[src/rtl/branch_pkg.sv]
// -----------------------------------------------------------------------------
// branch_pkg
// Definitions shared by the branch resolver and its testbench:
//   XLEN_DEFAULT  default PC width
//   INSN_BYTES    size of one instruction (fall-through step)
//   pred_entry_t  one queued prediction {pc, taken, target} at the default width
//   br_state_e    resolver FSM state
// -----------------------------------------------------------------------------
package branch_pkg;

    localparam int XLEN_DEFAULT = 64;
    localparam int INSN_BYTES   = 4;

    typedef struct packed {
        logic [XLEN_DEFAULT-1:0] pc;
        logic                    taken;
        logic [XLEN_DEFAULT-1:0] target;
    } pred_entry_t;

    typedef enum logic {
        ST_NORMAL = 1'b0,
        ST_FLUSH  = 1'b1
    } br_state_e;

endpackage

[src/rtl/branch_resolver_if.sv]
// -----------------------------------------------------------------------------
// branch_resolver_if
// Bundles the fetch-side prediction handshake, the execute-side resolution
// inputs and the flush/training results of the branch resolver.
//   master : fetch/execute side (drives pred_* and res_*, observes results)
//   slave  : the resolver itself
// Signals:
//   pred_valid/pred_ready/pred_pc/pred_taken/pred_target  prediction enqueue
//   res_valid/res_taken/res_target                        in-order resolution
//   flush/redirect_pc                                     mispredict redirect
//   train_valid/train_pc/train_taken                      predictor update
//   occupancy                                             queued entries
// -----------------------------------------------------------------------------
interface branch_resolver_if #(
    parameter int XLEN  = branch_pkg::XLEN_DEFAULT,
    parameter int DEPTH = 4
);
    localparam int OCC_W = $clog2(DEPTH + 1);

    logic             pred_valid;
    logic             pred_ready;
    logic [XLEN-1:0]  pred_pc;
    logic             pred_taken;
    logic [XLEN-1:0]  pred_target;

    logic             res_valid;
    logic             res_taken;
    logic [XLEN-1:0]  res_target;

    logic             flush;
    logic [XLEN-1:0]  redirect_pc;
    logic             train_valid;
    logic [XLEN-1:0]  train_pc;
    logic             train_taken;
    logic [OCC_W-1:0] occupancy;

    modport master (
        output pred_valid, pred_pc, pred_taken, pred_target,
        output res_valid, res_taken, res_target,
        input  pred_ready, flush, redirect_pc,
        input  train_valid, train_pc, train_taken, occupancy
    );

    modport slave (
        input  pred_valid, pred_pc, pred_taken, pred_target,
        input  res_valid, res_taken, res_target,
        output pred_ready, flush, redirect_pc,
        output train_valid, train_pc, train_taken, occupancy
    );

endinterface

[src/rtl/br_fifo.sv]
// -----------------------------------------------------------------------------
// br_fifo
// Circular in-order queue of DEPTH (power of two) entries, WIDTH bits each.
// Ports:
//   clk, reset            clock, asynchronous active-high reset
//   push, din             write din at the tail (caller guarantees not full)
//   pop                   drop the head (caller guarantees not empty)
//   clear                 empty the queue; overrides push/pop
//   dout                  current head entry
//   occupancy             number of stored entries
// Entry storage is not reset; only pointers and occupancy are.
// -----------------------------------------------------------------------------
module br_fifo #(
    parameter int DEPTH = 4,
    parameter int WIDTH = 1
) (
    input  logic                         clk,
    input  logic                         reset,
    input  logic                         push,
    input  logic                         pop,
    input  logic                         clear,
    input  logic [WIDTH-1:0]             din,
    output logic [WIDTH-1:0]             dout,
    output logic [$clog2(DEPTH+1)-1:0]   occupancy
);

    localparam int AW    = (DEPTH > 1) ? $clog2(DEPTH) : 1;
    localparam int OCC_W = $clog2(DEPTH + 1);

    logic [WIDTH-1:0] mem [DEPTH];
    logic [AW-1:0]    wr_ptr;
    logic [AW-1:0]    rd_ptr;

    always_ff @(posedge clk) begin
        if (push) begin
            mem[wr_ptr] <= din;
        end
    end

    // Pointers wrap naturally because DEPTH is a power of two.
    always_ff @(posedge clk or posedge reset) begin
        if (reset) begin
            wr_ptr    <= '0;
            rd_ptr    <= '0;
            occupancy <= '0;
        end else if (clear) begin
            wr_ptr    <= '0;
            rd_ptr    <= '0;
            occupancy <= '0;
        end else begin
            if (push) begin
                wr_ptr <= wr_ptr + AW'(1);
            end
            if (pop) begin
                rd_ptr <= rd_ptr + AW'(1);
            end
            case ({push, pop})
                2'b10:   occupancy <= occupancy + OCC_W'(1);
                2'b01:   occupancy <= occupancy - OCC_W'(1);
                default: occupancy <= occupancy;
            endcase
        end
    end

    assign dout = mem[rd_ptr];

endmodule

[src/rtl/branch_resolver.sv]
// -----------------------------------------------------------------------------
// branch_resolver
// Keeps fetch-side predictions in program order, checks each execute-side
// resolution against the oldest one, emits a predictor training strobe for
// every resolved branch and a one-cycle flush with the correct next PC when
// the predicted next PC differs from the actual next PC.
// Ports:
//   clk, reset   clock, asynchronous active-high reset
//   bus          branch_resolver_if.slave (prediction, resolution, results)
//   stat_branches, stat_mispredicts   32-bit saturating counters, present only
//                when BRANCH_RESOLVER_STATS_EN is defined
// Optional feature macro: BRANCH_RESOLVER_STATS_EN
// -----------------------------------------------------------------------------
module branch_resolver
    import branch_pkg::*;
#(
    parameter int XLEN  = XLEN_DEFAULT,
    parameter int DEPTH = 4
) (
    input  logic               clk,
    input  logic               reset,
    branch_resolver_if.slave   bus
`ifdef BRANCH_RESOLVER_STATS_EN
    ,
    output logic [31:0]        stat_branches,
    output logic [31:0]        stat_mispredicts
`endif
);

    localparam int                OCC_W    = $clog2(DEPTH + 1);
    localparam logic [OCC_W-1:0]  OCC_FULL = OCC_W'(DEPTH);

    typedef struct packed {
        logic [XLEN-1:0] pc;
        logic            taken;
        logic [XLEN-1:0] target;
    } entry_t;

    br_state_e        state;
    entry_t           head;
    entry_t           push_entry;
    logic [OCC_W-1:0] occ;
    logic             ready;
    logic             resolve;
    logic             mispredict;
    logic             push;
    logic             pop;
    logic [XLEN-1:0]  seq_pc;
    logic [XLEN-1:0]  predicted_pc;
    logic [XLEN-1:0]  correct_pc;

    // Readiness depends only on registered state, so fetch sees no
    // combinational path from its own inputs.
    assign ready          = (occ < OCC_FULL) && (state == ST_NORMAL);
    assign bus.pred_ready = ready;
    assign bus.occupancy  = occ;

    assign push_entry = '{pc: bus.pred_pc, taken: bus.pred_taken, target: bus.pred_target};

    always_comb begin
        seq_pc       = head.pc + XLEN'(INSN_BYTES);
        predicted_pc = head.taken   ? head.target    : seq_pc;
        correct_pc   = bus.res_taken ? bus.res_target : seq_pc;
        resolve      = bus.res_valid && (occ != '0) && (state == ST_NORMAL);
        // Only the next PC matters: a wrong direction whose taken target equals
        // the fall-through address still fetched the right path.
        mispredict   = resolve && (predicted_pc != correct_pc);
        pop          = resolve && !mispredict;
        // An entry offered alongside a mispredict is on the wrong path.
        push         = bus.pred_valid && ready && !mispredict;
    end

    br_fifo #(
        .DEPTH (DEPTH),
        .WIDTH ($bits(entry_t))
    ) u_fifo (
        .clk       (clk),
        .reset     (reset),
        .push      (push),
        .pop       (pop),
        .clear     (mispredict),
        .din       (push_entry),
        .dout      (head),
        .occupancy (occ)
    );

    // FSM and registered result outputs. flush and train_valid are single-cycle
    // strobes; redirect_pc and train_pc/train_taken hold their last value.
    always_ff @(posedge clk or posedge reset) begin
        if (reset) begin
            state           <= ST_NORMAL;
            bus.flush       <= 1'b0;
            bus.redirect_pc <= '0;
            bus.train_valid <= 1'b0;
            bus.train_pc    <= '0;
            bus.train_taken <= 1'b0;
        end else begin
            bus.flush       <= 1'b0;
            bus.train_valid <= 1'b0;
            case (state)
                ST_NORMAL: begin
                    if (resolve) begin
                        bus.train_valid <= 1'b1;
                        bus.train_pc    <= head.pc;
                        bus.train_taken <= bus.res_taken;
                    end
                    if (mispredict) begin
                        bus.flush       <= 1'b1;
                        bus.redirect_pc <= correct_pc;
                        state           <= ST_FLUSH;
                    end
                end
                ST_FLUSH: begin
                    state <= ST_NORMAL;
                end
                default: begin
                    state <= ST_NORMAL;
                end
            endcase
        end
    end

`ifdef BRANCH_RESOLVER_STATS_EN
    function automatic logic [31:0] sat_inc(input logic [31:0] value);
        return (value == '1) ? value : value + 32'd1;
    endfunction

    always_ff @(posedge clk or posedge reset) begin
        if (reset) begin
            stat_branches    <= '0;
            stat_mispredicts <= '0;
        end else begin
            if (resolve) begin
                stat_branches <= sat_inc(stat_branches);
            end
            if (mispredict) begin
                stat_mispredicts <= sat_inc(stat_mispredicts);
            end
        end
    end
`endif

endmodule

[src/flat_wrapper.sv]
// flat-port wrapper written by rule: the top's interface ports become plain ports
module branch_resolver_flat import branch_pkg::*;
#(
    parameter int XLEN  = XLEN_DEFAULT,
    parameter int DEPTH = 4
)
  (clk, reset, bus_pred_valid, bus_pred_pc, bus_pred_taken, bus_pred_target, bus_res_valid, bus_res_taken, bus_res_target, bus_pred_ready, bus_flush, bus_redirect_pc, bus_train_valid, bus_train_pc, bus_train_taken, bus_occupancy);
  branch_resolver_if #(.XLEN(XLEN), .DEPTH(DEPTH)) bus_i ();
  input  logic clk;
  input  logic reset;
  input wire logic [$bits(bus_i.pred_valid)-1:0] bus_pred_valid;
  input wire logic [$bits(bus_i.pred_pc)-1:0] bus_pred_pc;
  input wire logic [$bits(bus_i.pred_taken)-1:0] bus_pred_taken;
  input wire logic [$bits(bus_i.pred_target)-1:0] bus_pred_target;
  input wire logic [$bits(bus_i.res_valid)-1:0] bus_res_valid;
  input wire logic [$bits(bus_i.res_taken)-1:0] bus_res_taken;
  input wire logic [$bits(bus_i.res_target)-1:0] bus_res_target;
  output wire logic [$bits(bus_i.pred_ready)-1:0] bus_pred_ready;
  output wire logic [$bits(bus_i.flush)-1:0] bus_flush;
  output wire logic [$bits(bus_i.redirect_pc)-1:0] bus_redirect_pc;
  output wire logic [$bits(bus_i.train_valid)-1:0] bus_train_valid;
  output wire logic [$bits(bus_i.train_pc)-1:0] bus_train_pc;
  output wire logic [$bits(bus_i.train_taken)-1:0] bus_train_taken;
  output wire logic [$bits(bus_i.occupancy)-1:0] bus_occupancy;
  assign bus_i.pred_valid = bus_pred_valid;
  assign bus_i.pred_pc = bus_pred_pc;
  assign bus_i.pred_taken = bus_pred_taken;
  assign bus_i.pred_target = bus_pred_target;
  assign bus_i.res_valid = bus_res_valid;
  assign bus_i.res_taken = bus_res_taken;
  assign bus_i.res_target = bus_res_target;
  assign bus_pred_ready = bus_i.pred_ready;
  assign bus_flush = bus_i.flush;
  assign bus_redirect_pc = bus_i.redirect_pc;
  assign bus_train_valid = bus_i.train_valid;
  assign bus_train_pc = bus_i.train_pc;
  assign bus_train_taken = bus_i.train_taken;
  assign bus_occupancy = bus_i.occupancy;
  branch_resolver #(.XLEN(XLEN), .DEPTH(DEPTH)) u_core (.clk(clk), .reset(reset), .bus(bus_i));
endmodule
[config.mk]
export PLATFORM = sky130hd
export DESIGN_NAME = branch_resolver_flat
export DESIGN_NICKNAME = d
export VERILOG_FILES = /design/src/rtl/branch_pkg.sv /design/src/rtl/branch_resolver_if.sv /design/src/rtl/br_fifo.sv /design/src/rtl/branch_resolver.sv /design/src/flat_wrapper.sv
export SDC_FILE = /design/constraint.sdc
export NUM_CORES = 1
export LEC_CHECK = 0
export CELL_PAD_IN_SITES_DETAIL_PLACEMENT = 0
export CELL_PAD_IN_SITES_GLOBAL_PLACEMENT = 2
export CORE_MARGIN = 3
export CORE_UTILIZATION = 25
export CTS_BUF_LIST = sky130_fd_sc_hd__clkbuf_2 sky130_fd_sc_hd__clkbuf_4 sky130_fd_sc_hd__clkbuf_8
export DETAILED_ROUTE_END_ITERATION = 8
export GPL_ROUTABILITY_DRIVEN = 0
export PLACE_DENSITY = 0.59
export SLEW_MARGIN = 30
export SYNTH_ARGS = -nofsm -noshare
export SYNTH_HDL_FRONTEND = slang
export SYNTH_SLANG_ARGS = --single-unit
[constraint.sdc]
create_clock -name clk -period 16.45 [get_ports clk]
set_input_delay 2.4675 -clock clk [delete_from_list [all_inputs] [get_ports clk]]
set_output_delay 2.4675 -clock clk [all_outputs]
set_load 0.05 [all_outputs]
== Yosys cells after proc, flatten, opt, wreduce, memory -nomap -nowiden ==
Memories as Yosys holds them, arrays and structs flattened.
Cells that the tools add are included.

* Output and inout port bits: 135
* Flip-flop bits (word level): 139
* Memories: 1
* Logic and storage cells: 49
* RAM bits: 516

{| class="wikitable"
|+ Memories
! name !! depth !! bits a word !! read ports !! clocked after memory_dff !! write ports !! RTL line !! RTL
|-
| u_core.u_fifo.mem || 4 || 129 || 1 || 0 || 1 || br_fifo.sv:30 || <nowiki>logic [WIDTH-1:0] mem [DEPTH];</nowiki>
|}

* $add $sub $neg: 5
* Order comparisons: 1
* Multiplexer cells: 15
* Reductions and logical operators: 14
* Equal/unequal tests: 3
* Bitwise logic cells: 1

{| class="wikitable"
|+ Operator list
! kind !! number
|-
| 64-bit 2-to-1 mux || 2
|-
| 64-bit by 3-bit adder with 64-bit output, second input constant || 1
|-
| 64-bit != test || 1
|-
| 2-bit 2-to-1 mux || 4
|-
| 1-bit logical AND || 7
|-
| 1-bit 2-to-1 mux || 6
|-
| 3-bit case mux with 2 select lines || 1
|-
| 3-bit nonzero test || 2
|-
| 2-bit by 1-bit adder with 2-bit output, second input constant || 2
|-
| 2-bit AND reduction || 2
|-
| 2-bit nonzero test || 2
|-
| 3-bit by 1-bit adder with 3-bit output, second input constant || 1
|-
| 3-bit less-than comparator, second input constant || 1
|-
| 3-bit 2-to-1 mux || 1
|-
| 3-bit by 1-bit subtractor with 3-bit output, second input constant || 1
|-
| 2-bit by 1-bit equality test with 1-bit output, second input constant || 1
|-
| 2-bit equality test, second input constant || 1
|-
| 1-bit case mux with 2 select lines || 1
|-
| 1-bit zero test || 1
|-
| 1-bit NOT || 1
|}

== Longest topological paths before layout ==
Gate-level depths: netlist (run 1).
An unclocked memory read counts as a cell.

* Depth after elaboration: 10
* Depth in mapped cells: 27
* Gate-level depth less buffers: 20

== Hierarchy ==
A second synthesis (run 1) with hierarchy kept.

* Cell total of the unflattened synthesis: 1,944
* Area, all modules: 30,128.9 um2

{| class="wikitable"
|+ By module, submodules not included
! module !! cells an instance !! area each (um2) !! sequential area each (um2) !! instances
|-
| br_fifo || 714 || 19,030.8 || 15,670.0 || 1
|-
| branch_resolver || 1,230 || 11,098.1 || 3,278.1 || 1
|}

== Least setup slack after synthesis (run 1) ==
OpenSTA, ideal clock, no wires.

* Path type: input-to-reg
* Start point: input port bus_res_taken
* End point: memory u_core.u_fifo.mem[0][0] (netlist bit), enable pin
* Path slack: 1,223 ps
* Stages: 14
* Buffers on the path: 5
* Arrival time: 14,425 ps
* Cell sequence: clkbuf_1 inv_1 buf_1 clkbuf_1 mux2i_1 xor2_1 a21oi_1 a21oi_1 o2111ai_1 nor4_1 a21oi_1 buf_6 buf_2 nor3b_1

* Word-level cells in the longest chain between the ends: 7

{| class="wikitable"
|+ RTL lines
! item !! RTL line !! RTL
|-
| from (decl) || flat_wrapper.sv:16 || <nowiki>input wire logic [$bits(bus_i.res_taken)-1:0] bus_res_taken;</nowiki>
|-
| 64-bit 2-to-1 mux || branch_resolver.sv:63 || <nowiki>correct_pc = bus.res_taken ? bus.res_target : seq_pc;</nowiki>
|-
| 64-bit != test || branch_resolver.sv:67 || <nowiki>mispredict = resolve && (predicted_pc != correct_pc);</nowiki>
|-
| 1-bit logical AND || branch_resolver.sv:67 ||
|-
| 1-bit zero test || branch_resolver.sv:70 || <nowiki>push = bus.pred_valid && ready && !mispredict;</nowiki>
|-
| 1-bit logical AND || branch_resolver.sv:70 ||
|-
| 1-bit 2-to-1 mux || br_fifo.sv:35 || <nowiki>if (push) begin</nowiki>
|-
| 1-bit 2-to-1 mux (implied by the code) || br_fifo.sv:36 || <nowiki>mem[wr_ptr] <= din;</nowiki>
|-
| to (decl) || br_fifo.sv:30 ||
|}

No other way between the ends.

== Worst setup path in the final report (run 1) ==
* Start point: register u_core.u_fifo.rd_ptr[0]
* End point: register u_core.u_fifo.occupancy[2]

* Word-level cells in the longest chain between the ends: 10
* Elaborated cells between the ends (all ways): 14
* Classes of those cells: add/sub (1); eq/ne (3); mux (4); reduce/logical (5); memory (1)

{| class="wikitable"
|+ RTL lines
! item !! RTL line !! RTL
|-
| from (decl) || br_fifo.sv:32 || <nowiki>logic [AW-1:0] rd_ptr;</nowiki>
|-
| from (signal assigned) || br_fifo.sv:55 || <nowiki>rd_ptr <= rd_ptr + AW'(1);</nowiki>
|-
| memory read 4 x 129 bit * || - ||
|-
| 64-bit by 3-bit adder with 64-bit output || branch_resolver.sv:61 || <nowiki>seq_pc = head.pc + XLEN'(INSN_BYTES);</nowiki>
|-
| 64-bit 2-to-1 mux (on tied branches) || branch_resolver.sv:62, branch_resolver.sv:63 ||
|-
| 64-bit != test * || branch_resolver.sv:67 ||
|-
| 1-bit logical AND * || branch_resolver.sv:67 ||
|-
| 1-bit zero test || branch_resolver.sv:68, branch_resolver.sv:70 ||
|-
| 1-bit logical AND (on tied branches) || branch_resolver.sv:68, branch_resolver.sv:70 ||
|-
| 2-bit by 1-bit equality test with 1-bit output / 2-bit equality test (equally long branches) || br_fifo.sv:57 || <nowiki>case ({push, pop})</nowiki>
|-
| 3-bit case mux with 2 select lines || br_fifo.sv:57 ||
|-
| 3-bit 2-to-1 mux || br_fifo.sv:46 || <nowiki>end else if (clear) begin</nowiki>
|-
| to (signal assigned) || br_fifo.sv:58 || <nowiki>2'b10: occupancy <= occupancy + OCC_W'(1);</nowiki>
|-
| to (signal assigned) || br_fifo.sv:59 || <nowiki>2'b01: occupancy <= occupancy - OCC_W'(1);</nowiki>
|-
| to (signal assigned) || br_fifo.sv:60 || <nowiki>default: occupancy <= occupancy;</nowiki>
|-
| to (decl) || br_fifo.sv:24 || <nowiki>output logic [$clog2(DEPTH+1)-1:0] occupancy</nowiki>
|}

Mark *: on every way between the ends. The rest lies on a longest branch, timed or not.
A chain may end at the register's enable or synchronous reset.

==> metrics.md, run 1 <==
| Metric | Value |
|---|---|
| Outcome | finished, final reports clean |
| CP top delay family | simple AND/OR/NAND/NOR gates |
| Drt first pass iters | 5 |
| Max VDD drop | 0.103 mV |
| Sw power | 0.00238 W |
| Crit. path cell count | 19 |
| Cell variety after synth | 80 |
| Register Area | approximately 0.019 sq mm |
| Post-route ant nets | 0 |
| Initial antenna violation count | 6 |
| Hold-fix buffers at CTS | 0 |
| Crit path max fanout | 42 |
| IO Count | approximately 330 |
| Hold path depth | 2 |
| Min Tclk post-route | 8.55 ns |
| Die footprint | 0.124 sq mm |
| H-tree levels | 3 |
| I/O Buffers | roughly 330 |
| Cell area after layout | between 0.03 and 0.04 sq mm |
| Ys flop type | edfxtp_1 |
| Total power density per cell area | 165 mW/mm^2 |
| GR Overflow Total | 0 |
| Root Buffer | clkbuf_8 |
| Placed cells | around 4000 |
| Crit share post-route | between 50% and 60% |
| Rows | between 100 and 150 |
| Placement Setup Slack | slightly above 8 ns |
| Postcts setup bufs | 0 |
| Remaining DRCs | 0 |
| Post-synth EDFFs | 516 |
| Final #Nets | ~2600 |
| Post-DP HPWL | ~85000 microns |
| Largest net degree at the start of global routing | 130 |
| Non-Filler Instances | about 4100 |
| Startpoint Class | register |
| R2R Path Start | u_core.u_fifo.rd_ptr[0]$_DFFE_PP0P_ |
| Static Leak | 12.6 nW |
| Reg2reg end | u_core.u_fifo.occupancy[2]$_DFFE_PP0P_ |
| Part of the power in registers | a little under two fifths |
| Initial DRC Count | approximately 1700 |
| Slew of the pin with the lowest slew margin | approximately 1.1 ns |
| Flops & latches, synth | 654 |
| Area grow syn2layout | 25.1% |
| Relative slew slack | between 20% and 30% |
| Core ar. | approximately 0.12 sq mm |
| R2R depth | 19 |
| CTS Buf Count | between 100 and 150 |
| Endpoints failing hold | 0 |
| Worst Path Required | roughly 17 ns |
| Die span in x | approximately 350 microns |
| Min-Delay Path Class | register to register |
| Maximum root-to-sink buffer count | 3 |
| Layout cells sized above 1 | roughly 17% |
| Fin. max-slew vios | 0 |
| Clock net sink count | ~650 |
| Mean post-synth cell area | 14.5 sq um |
| Final setup viols | 0 |
| Setup_tns | 0 ns |
| RSZ-0062 raised after global routing | no |
| Total track usage | 18.4% |
| Max Cap Viol | 0 |
| Starting Density | ~25% |
| Slowest stage delay, CP | 0.94 ns |
| Total length of routed wires | around 120000 microns |
| Setup ws final | just under 8 ns |
| CP Capture Point | u_core.u_fifo.occupancy[2]$_DFFE_PP0P_ |
| Vias | just under 20000 |
| Clock Skew | roughly 0.035 ns |
| Switching Fraction | approximately 38% |
| Filler Cell Count | around 12000 |
| Logic pwr share | between 30% and 40% |
| Post-synth net total | roughly 2300 |
| WL/cell | 28.2 microns |
| Yosys warnings | 0 |
| Clock transition at path regs | 0.06 ns |
| Async SR Flop Fraction | roughly a fifth |
| Synthesized instance count | 2066 |
| Critical Path End Type | register |
| R2R setup slack | a little under 8 ns |
| DR vias/cell | between 4 and 5 |
| Die Span Y | 353 microns |
| Crit path arrival time | roughly 9.2 ns |
| CP Cell Sequence | buf_4 > mux4_2 > nand3_1 > or4_4 > or4_1 > xor2_1 > o221a_2 > a31oi_1 > nor4_1 > nand4_1 > nor4_1 > a21oi_4 > or2_1 > ha_1 > fa_1 > xnor2_1 > nor2_1 > xnor2_1 > nor2_1 |
| Synth Cell Area | around 0.030 sq mm |
| Power Internal | ~0.0038 W |
| CP startpoint | u_core.u_fifo.rd_ptr[0]$_DFFE_PP0P_ |
| Worst Path Buf+Inv | 1 |
| First-pass GRT wire length | about 160000 microns |
| Post-cts sizing count | 0 |
| Register area share after synthesis | around 63% |
| Area of the multi-input gates | approximately 0.010 sq mm |
| CTS tree | yes |
| Critical-path top delay cell | dfrtp_4 |
| Vias in the first global route | a little over 20000 |
| Clk pwr share | about a quarter |
| Placed cell area | ~0.035 sq mm |
| Achievable Freq | roughly 120 MHz |
| Clock latency on the worst-skew pair | roughly 0.76 ns |
| WS Path Type | register to register |
[cell type report]
cell class	count	share of cell area, %
clock inverter	56	1.26
clock buffer	157	5.09
multi-input combinational	1274	27.9
antenna	7	0.0466
inverter	32	0.333
timing repair buffer	358	9.57
tap	1600	5.33
sequential	654	50.5
[power by group through the flow]
stage	clock [W]	sequential [W]	combinational (W)
after detailed placement	0	0.00241	0.00228
final	0.00155	0.00237	0.00226
after global placement	0	0.00240	0.00228
after CTS	0.00160	0.00238	0.00229
after floorplan	0	0.00299	0.000840
after global routing	0.00168	0.00241	0.00238
[worst min-delay path by stage]
| stage | from | endpoint | slack, ns |
|---|---|---|---|
| after floorplan | u_core.u_fifo.wr_ptr[1]$_DFFE_PP0P_ | u_core.u_fifo.wr_ptr[1]$_DFFE_PP0P_ | 0.54 |
| after global routing | u_core.bus.train_pc[46]$_DFFE_PP0P_ | u_core.bus.train_pc[46]$_DFFE_PP0P_ | 0.50 |
| final | u_core.bus.train_pc[46]$_DFFE_PP0P_ | u_core.bus.train_pc[46]$_DFFE_PP0P_ | 0.48 |
| after detailed placement | u_core.bus.train_pc[29]$_DFFE_PP0P_ | u_core.bus.train_pc[29]$_DFFE_PP0P_ | 0.47 |
| after CTS | u_core.bus.train_pc[29]$_DFFE_PP0P_ | u_core.bus.train_pc[29]$_DFFE_PP0P_ | 0.49 |
| after global placement | u_core.bus.train_pc[52]$_DFFE_PP0P_ | u_core.bus.train_pc[52]$_DFFE_PP0P_ | 0.47 |
[stage by stage]
stage,hold WS [ns],util (%),total power (W)
after floorplan,0.543,-,0.00383
after global placement,0.469,29.6,0.00468
after detailed placement,0.471,29.7,0.00470
after CTS,0.487,31.7,0.00628
after global routing,0.504,31.7,0.00647
final,0.477,31.7,0.00619
[per-layer routing]
layer | track usage, % | vias to the layer above | share of wire, %
met3 | 3.71 | 147 | 5.8
met2 | 32.0 | 776 | 50
met5 | 0 | - | 0
li1 | - | 8654 | -
met1 | 23.2 | 10300 | 42
met4 | 5.21 | 0 | 2.7
[flip-flops by register name (all words and copies together), names as in the netlist]
name / flops
u_core.bus.redirect_pc: 64
u_core.bus.flush: 1
u_core.u_fifo.wr_ptr: 2
u_core.u_fifo.rd_ptr: 2
u_core.u_fifo.mem: 516
u_core.u_fifo.occupancy: 3
u_core.bus.train_valid: 1
u_core.bus.train_pc: 64
u_core.bus.train_taken: 1
[worst reg2reg max path, cell delays in order (launching register included)]
cell and delay (ns):
dfrtp_4 0.94, buf_4 0.85, mux4_2 0.61, nand3_1 0.38
or4_4 0.67, or4_1 0.68, xor2_1 0.83, o221a_2 0.32
a31oi_1 0.10, nor4_1 0.31, nand4_1 0.27, nor4_1 0.67
a21oi_4 0.33, or2_1 0.32, ha_1 0.22, fa_1 0.39
xnor2_1 0.22, nor2_1 0.09, xnor2_1 0.15, nor2_1 0.05
[cells in the final DEF (no fill, tap or decap), drive strengths merged, types with 60 or more instances in the layout]
master         synthesis  final
edfxtp               516    516
clkdlybuf4s50          0    331
nand2                304    304
o21ai                 71     71
clkbuf                54    157
xnor2                124    124
dfrtp                138    138
xor2                  71     71
mux4                 129    129
nor2                  60     60
[cell families after synthesis]
| logic type | count (synthesis) | share of synthesized area, % |
|---|---|---|
| DFF | 654 | 63.1 |
| and+or+nand+nor | 646 | 10.5 |
| muxes | 218 | 13.2 |
| xor gates and xnor gates | 205 | 6.44 |
| AOI/OAI and AO/OA | 198 | 4.28 |
| buffers and inverters | 138 | 2.15 |
| adders and majority gates | 7 | 0.317 |
[cells in the mapped netlist (9+ instances only)]
cell | count | area share, %
a211oi_1 | 9 | 0.22
a21oi_1 | 27 | 0.45
a31oi_1 | 15 | 0.31
and2_1 | 12 | 0.25
and3_1 | 18 | 0.38
and4_1 | 12 | 0.35
buf_1 | 9 | 0.11
buf_2 | 28 | 0.47
clkbuf_1 | 54 | 0.67
dfrtp_1 | 138 | 11
edfxtp_1 | 516 | 52
inv_1 | 31 | 0.39
mux2_2 | 34 | 1.3
mux2_4 | 25 | 1.3
mux2i_1 | 30 | 1.0
mux4_2 | 129 | 9.7
nand2_1 | 304 | 3.8
nand2b_1 | 9 | 0.19
nand3_1 | 52 | 0.87
nand4_1 | 43 | 0.90
nor2_1 | 60 | 0.75
nor3_1 | 38 | 0.63
nor3b_1 | 11 | 0.28
nor4_1 | 33 | 0.69
o211ai_1 | 9 | 0.22
o21ai_0 | 71 | 1.2
o22ai_1 | 11 | 0.23
or4_1 | 11 | 0.28
xnor2_1 | 124 | 3.6
xnor3_1 | 9 | 0.67
xor2_1 | 71 | 2.1
Note: power is estimated with default switching activity, not from simulation.
==> run 2: changes to the inputs <==
Clock period 16.45 ns to 8.8 ns, I/O delays scaled along.
==> run 2 against run 1 <==
  * Maximum frequency up 18%
  * Critical path depth down 4
  * Die area unchanged
  * Sequential share of layout area about the same
  * Highest routed layer is now met5
  * Critical path type unchanged
  * Register-to-register slack worse by 6.3 ns
  * First-iteration DRC count down 1.3%
  * Critical endpoint is now u_core.u_fifo.mem[1][69]$_DFFE_PP_
  * Largest cell class unchanged
  * Largest power group unchanged
  * Non-clock buffer count up 11
==> metrics.md, run 2 (synthesized netlist as in run 1, its figures left out) <==
| Metric | Value |
|---|---|
| Outcome | finished, final reports clean |
| Relative slew slack | 34.2% (+9.5 points) |
| I/O Buffers | 332 (unchanged) |
| Reg2reg end | u_core.u_fifo.mem[1][69]$_DFFE_PP_ |
| IO Count | 333 (unchanged) |
| Clock net sink count | 654 (unchanged) |
| CTS tree | yes |
| CTS Buf Count | 107 (-4.5%) |
| Cell area after layout | 0.0376 sq mm (about the same) |
| Non-Filler Instances | 4138 (unchanged) |
| Most frequent cells in the layout | edfxtp_1, clkdlybuf4s50_1, nand2_1, dfrtp_1, mux4_2 |
| Final setup viols | 0 (unchanged) |
| Vias | 19800 (-0.36%) |
| Maximum root-to-sink buffer count | 3 (unchanged) |
| Worst Path Buf+Inv | 3 (+2) |
| H-tree levels | 3 (unchanged) |
| Vias in the first global route | 20500 (-1.4%) |
| Max Cap Viol | 0 (unchanged) |
| Total length of routed wires | 117000 microns (-0.14%) |
| Drt first pass iters | 5 (unchanged) |
| DR vias/cell | 4.78 (-0.36%) |
| Final #Nets | 2643 (+0.23%) |
| Die footprint | 0.124 sq mm (unchanged) |
| First-pass GRT wire length | 162000 microns (-0.73%) |
| Die Span Y | 353 microns (unchanged) |
| Placement Setup Slack | 1.62 ns (-6.45 ns) |
| Starting Density | 25.3% (unchanged) |
| Crit path max fanout | 68 (+62%) |
| Initial DRC Count | 1725 (-1.3%) |
| Initial antenna violation count | 19 (+13) |
| RSZ-0062 raised after global routing | no |
| R2R setup slack | 1.55 ns (-6.35 ns) |
| Placed cell area | 0.0354 sq mm (+0.54%) |
| Fin. max-slew vios | 0 (unchanged) |
| Max VDD drop | 0.201 mV (+94%) |
| Endpoints failing hold | 0 (unchanged) |
| Post-DP HPWL | 86500 microns (+1.7%) |
| Worst Hold End | u_core.bus.train_pc[2]$_DFFE_PP0P_ |
| R2R depth | 15 (-4) |
| Crit path arrival time | 7.63 ns (-1.52 ns) |
| WS Path Type | register to register |
| Static Leak | 12.6 nW (about the same) |
| Clock Skew | 0.0400 ns (+0.00464 ns) |
| Setup ws final | 1.55 ns (-6.35 ns) |
| Placed cells | 3929 (+0.28%) |
| Area grow syn2layout | 25.2% (about the same) |
| Post-cts sizing count | 0 (unchanged) |
| Worst Path Required | 9.18 ns (-7.87 ns) |
| Hold-fix buffers at CTS | 0 (unchanged) |
| Achievable Freq | 138 MHz (+18%) |
| CP top delay family | simple AND/OR/NAND/NOR gates |
| Total power density per cell area | 303 mW/mm^2 (+84%) |
| Min-Delay Path Class | register to register |
| Startpoint Class | register |
| Clock latency on the worst-skew pair | 0.78 ns (+0.02 ns) |
| GR Overflow Total | 0 (unchanged) |
| HP Start | u_core.bus.train_pc[2]$_DFFE_PP0P_ |
| Post-route ant nets | 0 (unchanged) |
| Root Buffer | clkbuf_8 |
| Max FFs per register | 516 (unchanged) |
| Die span in x | 353 microns (unchanged) |
| R2R Path Start | u_core.u_fifo.rd_ptr[0]$_DFFE_PP0P_ |
| Largest Register | u_core.u_fifo.mem |
| Layout cells sized above 1 | 17.5% (+0.32 points) |
| CP Cell Sequence | buf_4 > mux4_2 > and4_1 > nor4bb_1 > nand3_1 > nor2_1 > xnor2_1 > xnor2_1 > o41ai_1 > a21oi_1 > nor4_1 > a21oi_4 > buf_4 > nor3b_4 > buf_12 |
| WL/cell | 28.2 microns (-0.14%) |
| Rows | 126 (unchanged) |
| Commonest non-fill, non-tap cell in the layout | edfxtp_1 |
| Core ar. | 0.119 sq mm (unchanged) |
| Min Tclk post-route | 7.25 ns (-1.30 ns) |
| Clock transition at path regs | 0.06 ns (about the same) |
| Top flop regs | u_core.u_fifo.mem (516), u_core.bus.redirect_pc (64), u_core.bus.train_pc (64) |
| Slew of the pin with the lowest slew margin | 0.980 ns (-0.141 ns) |
| Final core utilization | 31.7% (about the same) |
| Critical Path End Type | register |
| Slowest stage delay, CP | 0.89 ns (-0.05 ns) |
| Largest net degree at the start of global routing | 126 (-3.1%) |
| Hold path depth | 2 (unchanged) |
| Total track usage | 18.4% (about the same) |
| Postcts setup bufs | 0 (unchanged) |
| Critical-path top delay cell | dfrtp_4 |
| Crit. path cell count | 15 (-4) |
| Remaining DRCs | 0 (unchanged) |
| Crit share post-route | 82.4% (+30 points) |
==> run 2: changes by cell type in the layout (fill, tap and decap cells not counted), sizes merged <==
| cell | previous run | this run |
|---|---|---|
| buf | 27 | 38 |
| bufinv | 7 | 3 |
| clkinv | 40 | 36 |
| clkinvlp | 4 | 1 |
| clkbuf | 157 | 156 |
| diode | 7 | 8 |
==> run 2: stage by stage <==
step	setup TNS [ns]	power, W	hold slack (ns)
after floorplan	-617.41	0.00708	0.543
after global routing	0	0.0119	0.502
after global placement	0	0.00877	0.465
after CTS	0	0.0116	0.481
final	0	0.0114	0.477
after detailed placement	0	0.00880	0.467
==> run 2: power by group <==
| group | total, W | internal [W] | switching [W] |
|---|---|---|---|
| registers | 0.00441 | 0.00411 | 0.000298 |
| logic | 0.00427 | 0.00141 | 0.00286 |
| clock network | 0.00271 | 0.00146 | 0.00124 |
==> run 2: worst register-to-register path: cells and delay by family, from the launching register on <==
kind / cells / cell delay, ns
buffers and inverters: 3 / 1.42
xor gates and xnor gates: 2 / 0.33
AOI/OAI and AO/OA: 3 / 0.63
muxes: 1 / 0.49
and+or+nand+nor: 6 / 2.92
DFF: 1 / 0.89
==> run 2: routing by layer <==
metal / global-route usage [%] / vias to the layer above / part of all wire (%)
li1: - / 8649 / -
met2: 31.9 / 738 / 50
met3: 4.01 / 173 / 6.6
met1: 22.8 / 10200 / 40
met4: 5.89 / 18 / 2.9
met5: 0 / - / 0.088
==> run 2: how the worst max path moves through the flow <==
| stage | start | endpoint | slack, ns |
|---|---|---|---|
| floorplan | u_core.u_fifo.rd_ptr[0]$_DFFE_PP0P_ | u_core.u_fifo.mem[0][0]$_DFFE_PP_ | -1.20 |
| global placement | u_core.u_fifo.rd_ptr[0]$_DFFE_PP0P_ | u_core.u_fifo.occupancy[2]$_DFFE_PP0P_ | 1.37 |
| detailed placement | u_core.u_fifo.rd_ptr[0]$_DFFE_PP0P_ | u_core.u_fifo.mem[1][3]$_DFFE_PP_ | 1.62 |
| CTS | u_core.u_fifo.rd_ptr[0]$_DFFE_PP0P_ | u_core.u_fifo.mem[1][69]$_DFFE_PP_ | 1.55 |
| global route | u_core.u_fifo.rd_ptr[0]$_DFFE_PP0P_ | u_core.u_fifo.mem[1][69]$_DFFE_PP_ | 1.10 |
| finish | u_core.u_fifo.rd_ptr[0]$_DFFE_PP0P_ | u_core.u_fifo.mem[1][69]$_DFFE_PP_ | 1.55 |
==> run 2: layout make-up <==
cell class	count	area, sq um
Antenna cell	8	20.0
Clock buffer	156	1870
Clock inverter	45	337
Fill cell	11900	81000
Inverter	32	125
Multi-Input combinational cell	1274	10500
Sequential cell	654	19000
Tap cell	1600	2000
Timing Repair Buffer	369	3750
